**src/rtl/irq_counter_unit.sv**
```systemverilog
// Shared mapper interrupt counter. One counter/latch pair is driven by one of four tick
// sources: CPU cycles counting down, CPU cycles counting up with reload, a 341/3 dot
// prescaler approximating scanlines, or filtered rising edges of PPU A12.
module irq_counter_unit #(
  parameter int unsigned WIDTH           = 16,
  parameter int unsigned A12_FILTER      = 3,
  parameter int unsigned PRESCALE_PERIOD = 341
) (
  input  logic             m2,
  input  logic             rst_n,
  input  logic             reg_we,
  input  logic [2:0]       reg_addr,
  input  logic [7:0]       reg_data,
  input  logic             ppu_a12,
  output logic             irq,
  output logic [WIDTH-1:0] count
);

  localparam logic [1:0] ModeCpuDown  = 2'd0;
  localparam logic [1:0] ModeCpuUp    = 2'd1;
  localparam logic [1:0] ModeScanline = 2'd2;
  localparam logic [1:0] ModeA12      = 2'd3;

  localparam logic [2:0] AddrLatchLo = 3'd0;
  localparam logic [2:0] AddrLatchHi = 3'd1;
  localparam logic [2:0] AddrCtrl    = 3'd2;
  localparam logic [2:0] AddrAck     = 3'd3;
  localparam logic [2:0] AddrReload  = 3'd4;
  localparam logic [2:0] AddrDisable = 3'd5;

  // Prescaler works in PPU dots; three dots elapse per CPU cycle.
  localparam logic [8:0] PreReload  = 9'(PRESCALE_PERIOD);
  localparam logic [8:0] PreStep    = 9'd3;
  localparam logic [8:0] PreWrapAdd = 9'(PRESCALE_PERIOD - 3);

  localparam logic [3:0]       LowMin    = 4'(A12_FILTER);
  localparam logic [3:0]       LowSat    = 4'hF;
  localparam logic [WIDTH-1:0] CountZero = '0;
  localparam logic [WIDTH-1:0] CountOne  = WIDTH'(1);
  localparam logic [WIDTH-1:0] CountMax  = '1;

  // State
  logic [WIDTH-1:0] count_q, count_d;
  logic [WIDTH-1:0] latch_q, latch_d;
  logic [1:0]       mode_q, mode_d;
  logic             enable_q, enable_d;
  logic             enable_after_ack_q, enable_after_ack_d;
  logic             irq_q, irq_d;
  logic [8:0]       prescaler_q, prescaler_d;
  logic             reload_pending_q, reload_pending_d;
  logic             a12_s1_q, a12_s1_d;
  logic             a12_s2_q, a12_s2_d;
  logic             a12_q, a12_d;
  logic [3:0]       low_cnt_q, low_cnt_d;

  // Decoded register strobes
  logic wr_latch_lo, wr_latch_hi, wr_ctrl, wr_ack, wr_reload, wr_disable;

  // Tick plumbing
  logic             pre_run;
  logic             pre_tick;
  logic             a12_edge;
  logic             tick;
  logic             irq_set;
  logic             irq_clr;
  logic [WIDTH-1:0] a12_next;

  assign wr_latch_lo = reg_we && (reg_addr == AddrLatchLo);
  assign wr_latch_hi = reg_we && (reg_addr == AddrLatchHi);
  assign wr_ctrl     = reg_we && (reg_addr == AddrCtrl);
  assign wr_ack      = reg_we && (reg_addr == AddrAck);
  assign wr_reload   = reg_we && (reg_addr == AddrReload);
  assign wr_disable  = reg_we && (reg_addr == AddrDisable);

  // A12 synchroniser, sample stage and saturating low-time counter.
  always_comb begin
    a12_s1_d = ppu_a12;
    a12_s2_d = a12_s1_q;
    a12_d    = a12_s2_q;
    if (a12_s2_q) begin
      low_cnt_d = 4'd0;
    end else if (low_cnt_q != LowSat) begin
      low_cnt_d = low_cnt_q + 4'd1;
    end else begin
      low_cnt_d = low_cnt_q;
    end
    // Short lows from sprite fetches never build up enough count to qualify.
    a12_edge = a12_s2_q && !a12_q && (low_cnt_q >= LowMin);
  end

  // Scanline prescaler: steps 3 dots per cycle and wraps by the period.
  always_comb begin
    pre_run     = enable_q && (mode_q == ModeScanline);
    pre_tick    = pre_run && (prescaler_q <= PreStep);
    prescaler_d = prescaler_q;
    if (pre_run) begin
      if (pre_tick) begin
        prescaler_d = prescaler_q + PreWrapAdd;
      end else begin
        prescaler_d = prescaler_q - PreStep;
      end
    end
    if (wr_ctrl) begin
      prescaler_d = PreReload;
    end
  end

  // Tick source select. A12 mode counts even while disabled; only its irq is gated.
  always_comb begin
    tick = 1'b0;
    unique case (mode_q)
      ModeCpuDown:  tick = enable_q;
      ModeCpuUp:    tick = enable_q;
      ModeScanline: tick = pre_tick;
      ModeA12:      tick = a12_edge;
      default:      tick = 1'b0;
    endcase
  end

  // Counter update on a tick, then the reload strobe overrides the count.
  always_comb begin
    count_d          = count_q;
    reload_pending_d = reload_pending_q;
    irq_set          = 1'b0;
    a12_next         = count_q - CountOne;
    if (count_q == CountZero || reload_pending_q) begin
      a12_next = latch_q;
    end

    if (tick) begin
      unique case (mode_q)
        ModeCpuDown: begin
          // Holds at zero; only the 1 -> 0 step raises irq.
          if (count_q != CountZero) begin
            count_d = count_q - CountOne;
            irq_set = (count_q == CountOne);
          end
        end
        ModeCpuUp, ModeScanline: begin
          if (count_q == CountMax) begin
            count_d = latch_q;
            irq_set = 1'b1;
          end else begin
            count_d = count_q + CountOne;
          end
        end
        ModeA12: begin
          count_d          = a12_next;
          reload_pending_d = 1'b0;
          // Latch 0 therefore fires on every qualified edge.
          irq_set          = enable_q && (a12_next == CountZero);
        end
        default: ;
      endcase
    end

    if (wr_reload) begin
      if (mode_q == ModeA12) begin
        reload_pending_d = 1'b1;
      end else begin
        count_d = latch_q;
      end
    end
  end

  // Register file: latch, control bits and the interrupt flag.
  always_comb begin
    latch_d            = latch_q;
    mode_d             = mode_q;
    enable_d           = enable_q;
    enable_after_ack_d = enable_after_ack_q;

    if (wr_latch_lo) begin
      latch_d[7:0] = reg_data;
    end
    if (wr_latch_hi) begin
      // Truncation drops data bits that fall above the counter width.
      latch_d = WIDTH'({reg_data, latch_q[7:0]});
    end
    if (wr_ctrl) begin
      mode_d             = reg_data[1:0];
      enable_d           = reg_data[2];
      enable_after_ack_d = reg_data[3];
    end
    if (wr_ack) begin
      enable_d = enable_after_ack_q;
    end
    if (wr_disable) begin
      enable_d = 1'b0;
    end

    // A set in the same cycle as a clear wins so no interrupt is dropped.
    irq_clr = wr_ctrl || wr_ack || wr_disable;
    if (irq_set) begin
      irq_d = 1'b1;
    end else if (irq_clr) begin
      irq_d = 1'b0;
    end else begin
      irq_d = irq_q;
    end
  end

  // All state, synchronous active-low reset.
  always_ff @(posedge m2) begin
    if (!rst_n) begin
      count_q            <= '0;
      latch_q            <= '0;
      mode_q             <= ModeCpuDown;
      enable_q           <= 1'b0;
      enable_after_ack_q <= 1'b0;
      irq_q              <= 1'b0;
      prescaler_q        <= PreReload;
      reload_pending_q   <= 1'b0;
      a12_s1_q           <= 1'b0;
      a12_s2_q           <= 1'b0;
      a12_q              <= 1'b0;
      low_cnt_q          <= 4'd0;
    end else begin
      count_q            <= count_d;
      latch_q            <= latch_d;
      mode_q             <= mode_d;
      enable_q           <= enable_d;
      enable_after_ack_q <= enable_after_ack_d;
      irq_q              <= irq_d;
      prescaler_q        <= prescaler_d;
      reload_pending_q   <= reload_pending_d;
      a12_s1_q           <= a12_s1_d;
      a12_s2_q           <= a12_s2_d;
      a12_q              <= a12_d;
      low_cnt_q          <= low_cnt_d;
    end
  end

  assign irq   = irq_q;
  assign count = count_q;

endmodule

```
**config.mk**
```make
export PLATFORM = sky130hd
export DESIGN_NAME = irq_counter_unit
export DESIGN_NICKNAME = d
export VERILOG_FILES = /design/src/rtl/irq_counter_unit.sv
export SDC_FILE = /design/constraint.sdc
export NUM_CORES = 1
export LEC_CHECK = 0
export ABC_AREA = 1
export CORE_UTILIZATION = 39
export DETAILED_ROUTE_END_ITERATION = 10
export DONT_BUFFER_PORTS = 1
export GPL_TIMING_DRIVEN = 0
export SLEW_MARGIN = 20
export SYNTH_ARGS = -nofsm -noshare
export SYNTH_HDL_FRONTEND = slang
export SYNTH_SLANG_ARGS = --single-unit
```
**constraint.sdc**
```tcl
create_clock -name m2 -period 2 [get_ports m2]
set_input_delay 0.5 -clock m2 [delete_from_list [all_inputs] [get_ports m2]]
set_output_delay 0.5 -clock m2 [all_outputs]
set_load 0.1 [all_outputs]
```
== Yosys cells after proc, flatten, opt, wreduce, memory -nomap -nowiden ==
Cells that the tools add are included.
Widths: inputs -> output; s select.
Word-level totals
  register bits: 54
  output and inout port bits: 17
  logic and storage cells: 82
Cells by class
  bitwise logic cells: 2
  equality and inequality tests: 11
  mux-type cells: 21
  $lt $le $gt $ge: 2
  reductions and logical operators: 28
  add/sub/neg operators: 5
Operator list (count)
  $mux 16: 6
  $pmux 16 s3: 1
  $logic_not 16->1: 2
  $add 16x1->16 const B: 1
  $eq 16x1->1 const B: 1
  $eq 16x16->1 const B: 1
  $reduce_bool 16->1: 1
  $sub 16x1->16 const B: 1
  $logic_and 1x1->1: 11
  $mux 1: 11
  $reduce_or 2->1: 5
  $add 9x9->9 const B: 1
  $le 9x2->1 const B: 1
  $mux 9: 1
  $sub 9x2->9 const B: 1
  $eq 3x2->1 const B: 2
  $eq 3x3->1 const B: 2
  $pmux 1 s3: 2
  $add 4x1->4 const B: 1
  $eq 2x2->1 const B: 2
  $ge 4x2->1 const B: 1
  $ne 4x4->1 const B: 1
  $reduce_bool 2->1: 2
  $eq 3x1->1 const B: 1
  7 further kinds: 10

== Logic depth before layout (Yosys ltp) ==
  depth after elaboration: 8
  gate-level depth with buffers: 17

== Worst setup path after synthesis ==
No wires, ideal clock.
  path type: flip-flop to flip-flop
  start point: register count_q[0], in the netlist count[0]
  end point: register irq_q, in the netlist irq
  arrival: 2678 ps
  cell stages (with the launch flop): 17
  clock period less this slack: 2745 ps
  path slack: -745 ps
  data required time: 1933 ps
  setup time: 67 ps
  cells stage by stage: dfxtp_1 inv_1 ha_1 nand2_4 nor2_4 nand2_4 nand2_4 buf_8 nand2_1 nand3_1 nor2_1 nand2_1 nor2_1 nand2_1 nand2_1 nand2_1 a21oi_2
On the way
  word-level cells in the longest chain between the ends: 8
  elaborated cells between the ends (all ways): 15
  classes of those cells: add/sub (1); eq/ne (2); mux (6); reduce/logical (6)
RTL lines
  start, declared: RTL line 43  | logic [WIDTH-1:0] count_q, count_d;
  start signal, assigned: RTL line 219  | count_q <= count_d;
  branches (longest 5 deep; another with $sub 16x1->16)
  $pmux 1 s3 (*): RTL line 131  | unique case (mode_q)
  $mux 1 (*): RTL line 130  | if (tick) begin
  $mux 1 / $reduce_bool 2->1 (equally long branches)
  end signal, assigned: RTL line 224  | irq_q <= irq_d;
  end, declared: RTL line 48  | logic irq_q, irq_d;
Mark *: on every way between the ends.
A chain may end at the register's enable or synchronous reset.

== Worst setup path in the final report ==
  start point: register count_q[5], in the netlist count[5]
  end point: register irq_q, in the netlist irq
Same word-level chain as after synthesis.

==> results.toml <==
[cells_and_area]
register_area_um2 = 1142
fillers = 1043
multi_input_area_um2 = 2853
final_core_util = 0.5089
syn2layout_area_growth_pct = 24.58
drive_above_1_share = 0.2232
final_area_um2 = 5066
num_antenna_cells = 0
stdcell_count = 841
layout.nets = 733

[synth]
yosys.area.top_type = "dfxtp_1"
syn_nets = 686
syn_area_um2 = 4066
synthTopCellsByArea = "dfxtp_1 27%, nand2_1 17%, o21ai_0 9.0%"
synth.yosys.seq_area_share = 0.2658
synth_top_area_frac = 0.2658
synth-seq-cells = 54
async_flop_share = 0
synthFlopType = "dfxtp_1"
yosys_warnings = 0
synthCells = 660
synth_cell_types = 38
syn_avg_cell_area_um2 = 6.161
synth_edf_count = 0

[route]
routed_via_density = 5.332
vias = 4484
ant_nets = 0
firstDrtPassIters = 5
first_iter_violations = 429
routed_wl_mm = 13.39
wl_per_cell_um = 15.93
drc = 0

[min_path]
min_path_type = "primary input to register"
hold_depth = 2

[global_route]
grt_max_degree = 20
grt_pass1_vias = 4163
grt_antenna_before_repair = 0
track_usage = 0.2461
grt_overflow = 0
grt_first_pass_wirelength_mm = 21.35

[sta]
hold_viol = 0
rsz0062_at_grt = "true"
worst_clock_skew_ns = 0.003970
max_freq_ghz = 0.4539
worstMarginPinSlew_ns = 0.9710
fin_crit_sh = 1.102
hold_ws_ns = 0.2598
final_period_minus_worst_setup_slack_ns = 2.203
setup_slack_ns = -0.2032
finalSetupTns_ns = -2.197
setup_violations = 17
finalMaxSlewViolations = 0
maxSlewHeadroom = 0.3518

[power]
pwr-share-comb = 0.428
p_leak_nw = 2.202
sw_frac_of_total = 0.4607
p_clk_frac = 0.181
p_switching_mw = 1.749
cellPowerDensity_nw_per_um2 = 749.3
internal_power_mw = 2.047
power.share.sequential = 0.390
vdd_ir_drop_max_uv = 301.3
finalPower_mw = 3.796

[floorplanning]
core_um2 = 9955
start_util = 0.4085
rows = 36
pin_count = 32
die_h_um = 104.1
dieArea_um2 = 10840
dieWidth_um = 104.1

[clock_tree]
clkSinkCount = 54
tritoncts = "yes"
cts_made_buffers = 5
clk_pin_slew_ns = 0.11
clock_latency_ns = 0.33
cts_buffer_depth = 2
cts_root_buf = "clkbuf_8"
h-tree-depth = 2

[status]
status = "finished with violations"
violations = "setup timing"

[setup_path]
worst-path-max-fanout = 5
worstPathArrival_ns = 2.47
ff2ff_path_depth = 17
worstPathRequired_ns = 2.27
critPathLaunchType = "register"
endpoint_kind = "register"
crit_type = "register to register"

[place]
hpwl_mm = 9.635
numPortBuffers = 0
dp_slack_ns = -0.5205
dp_cells = 793
gp_congestion = 0.9270
dpl_cell_area_um2 = 4282

[run]
cap_violations = 0
## cell type report
class,instances,area share
inverter,73,0.05853
clock buffer,5,0.01358
timing repair buffer,39,0.06841
multi-input combinational,513,0.5631
clock inverter,3,0.005680
tap,133,0.03285
buffer,21,0.03235
sequential,54,0.2255
## flip-flops by register name (all words and copies together), names as in the netlist, named ones only
signal and flops:
prescaler_q 9, low_cnt_q 4, a12_q 1, count 16, latch_q 16, irq 1
a12_s1_q 1, enable_q 1, mode_q 2, enable_after_ack_q 1, a12_d 1
## cells in the mapped netlist, types with 4 or more instances
| master | number |
|---|---|
| xor2_1 | 15 |
| nand4_1 | 7 |
| nor2_4 | 7 |
| o211ai_1 | 7 |
| nor2_1 | 80 |
| nand3_1 | 32 |
| o21ai_0 | 73 |
| a21oi_1 | 47 |
| buf_6 | 5 |
| inv_1 | 70 |
| nand2_4 | 4 |
| nand2_2 | 6 |
| nor3_1 | 6 |
| clkbuf_1 | 10 |
| nand2_1 | 186 |
| dfxtp_1 | 54 |
| xnor2_1 | 4 |
| ha_1 | 11 |
## final timing paths
| kind | slack (ns) | startpoint | endpoint |
|---|---|---|---|
| worst min-delay path | 0.26 | ppu_a12 | a12_s1_q |
| worst max-delay path | -0.20 | count[5] | irq |
| worst max register to register | -0.20 | count[5] | irq |
| worst min register to register | 0.44 | a12_s1_q | a12_d |
## worst max-delay path, stage by stage, from the launching register on
cell     delay, ns
dfxtp_4       0.47
buf_6         0.17
nor2_4        0.13
nand2_4       0.09
nor2_4        0.16
nand2_4       0.10
buf_4         0.16
nand2_4       0.07
nand2_1       0.08
nand2_1       0.10
nand2_1       0.06
nor2_1        0.08
nand2_1       0.07
nor2_1        0.08
nand2_1       0.05
nand2_1       0.07
nand2_2       0.07
a21oi_2       0.12
## what timing repair did
item                                   in CTS  in global routing
cloned                                      2                  0
pin swaps                                  39                 23
gates resized for setup                    79                 50
endpoints found under the hold margin       0                  0
setup buffers                              33                  5
hold buffers                                0                  0
setup endpoints to repair                  17                 18
## placed cells by master (no fill, tap or decap), types with 8 or more instances in the layout
cell type  Yosys  routed
nand3_1       32      29
clkbuf_1      10      10
buf_6          5      13
nor2_1        80      67
ha_1          11       8
nor2_4         7      14
xor2_1        15      15
nor2_2         3       9
inv_1         70      63
nand2_2        6      16
a21oi_1       47      43
o21ai_0       73      50
o21ai_1        3      23
nand2_1      186     168
dfxtp_1       54      37
buf_4          3      28
dfxtp_4        0      16
nand2_4        4      12
## kinds of logic (layout without fill, tap and decap cells)
group,after synthesis,in the layout,synth area share
adder cells (fa/ha/maj),11,11,0.03385
XOR/XNOR,19,19,0.04092
buffers and inverters,94,141,0.1022
AND/OR/NAND/NOR,338,339,0.3665
flip-flops,54,54,0.2658
AO/OA/AOI/OAI,144,144,0.1908
## per-layer routing
metal,track usage,part of all wire,vias up
met1,0.3322,0.45,2039
met2,0.4010,0.46,198
met4,0.05102,0.011,0
met3,0.05388,0.084,17
met5,0,0,-
li1,-,-,2230
## power groups by stage
stage | combinational, mW | clock [mW] | sequential [mW]
floorplan | 0.899 | 0 | 1.47
global placement | 1.16 | 0 | 1.50
detailed placement | 1.16 | 0 | 1.50
CTS | 1.48 | 0.707 | 1.48
global route | 1.77 | 0.746 | 1.49
finish | 1.63 | 0.688 | 1.48
No activity file was read; power rests on OpenSTA's default activity.
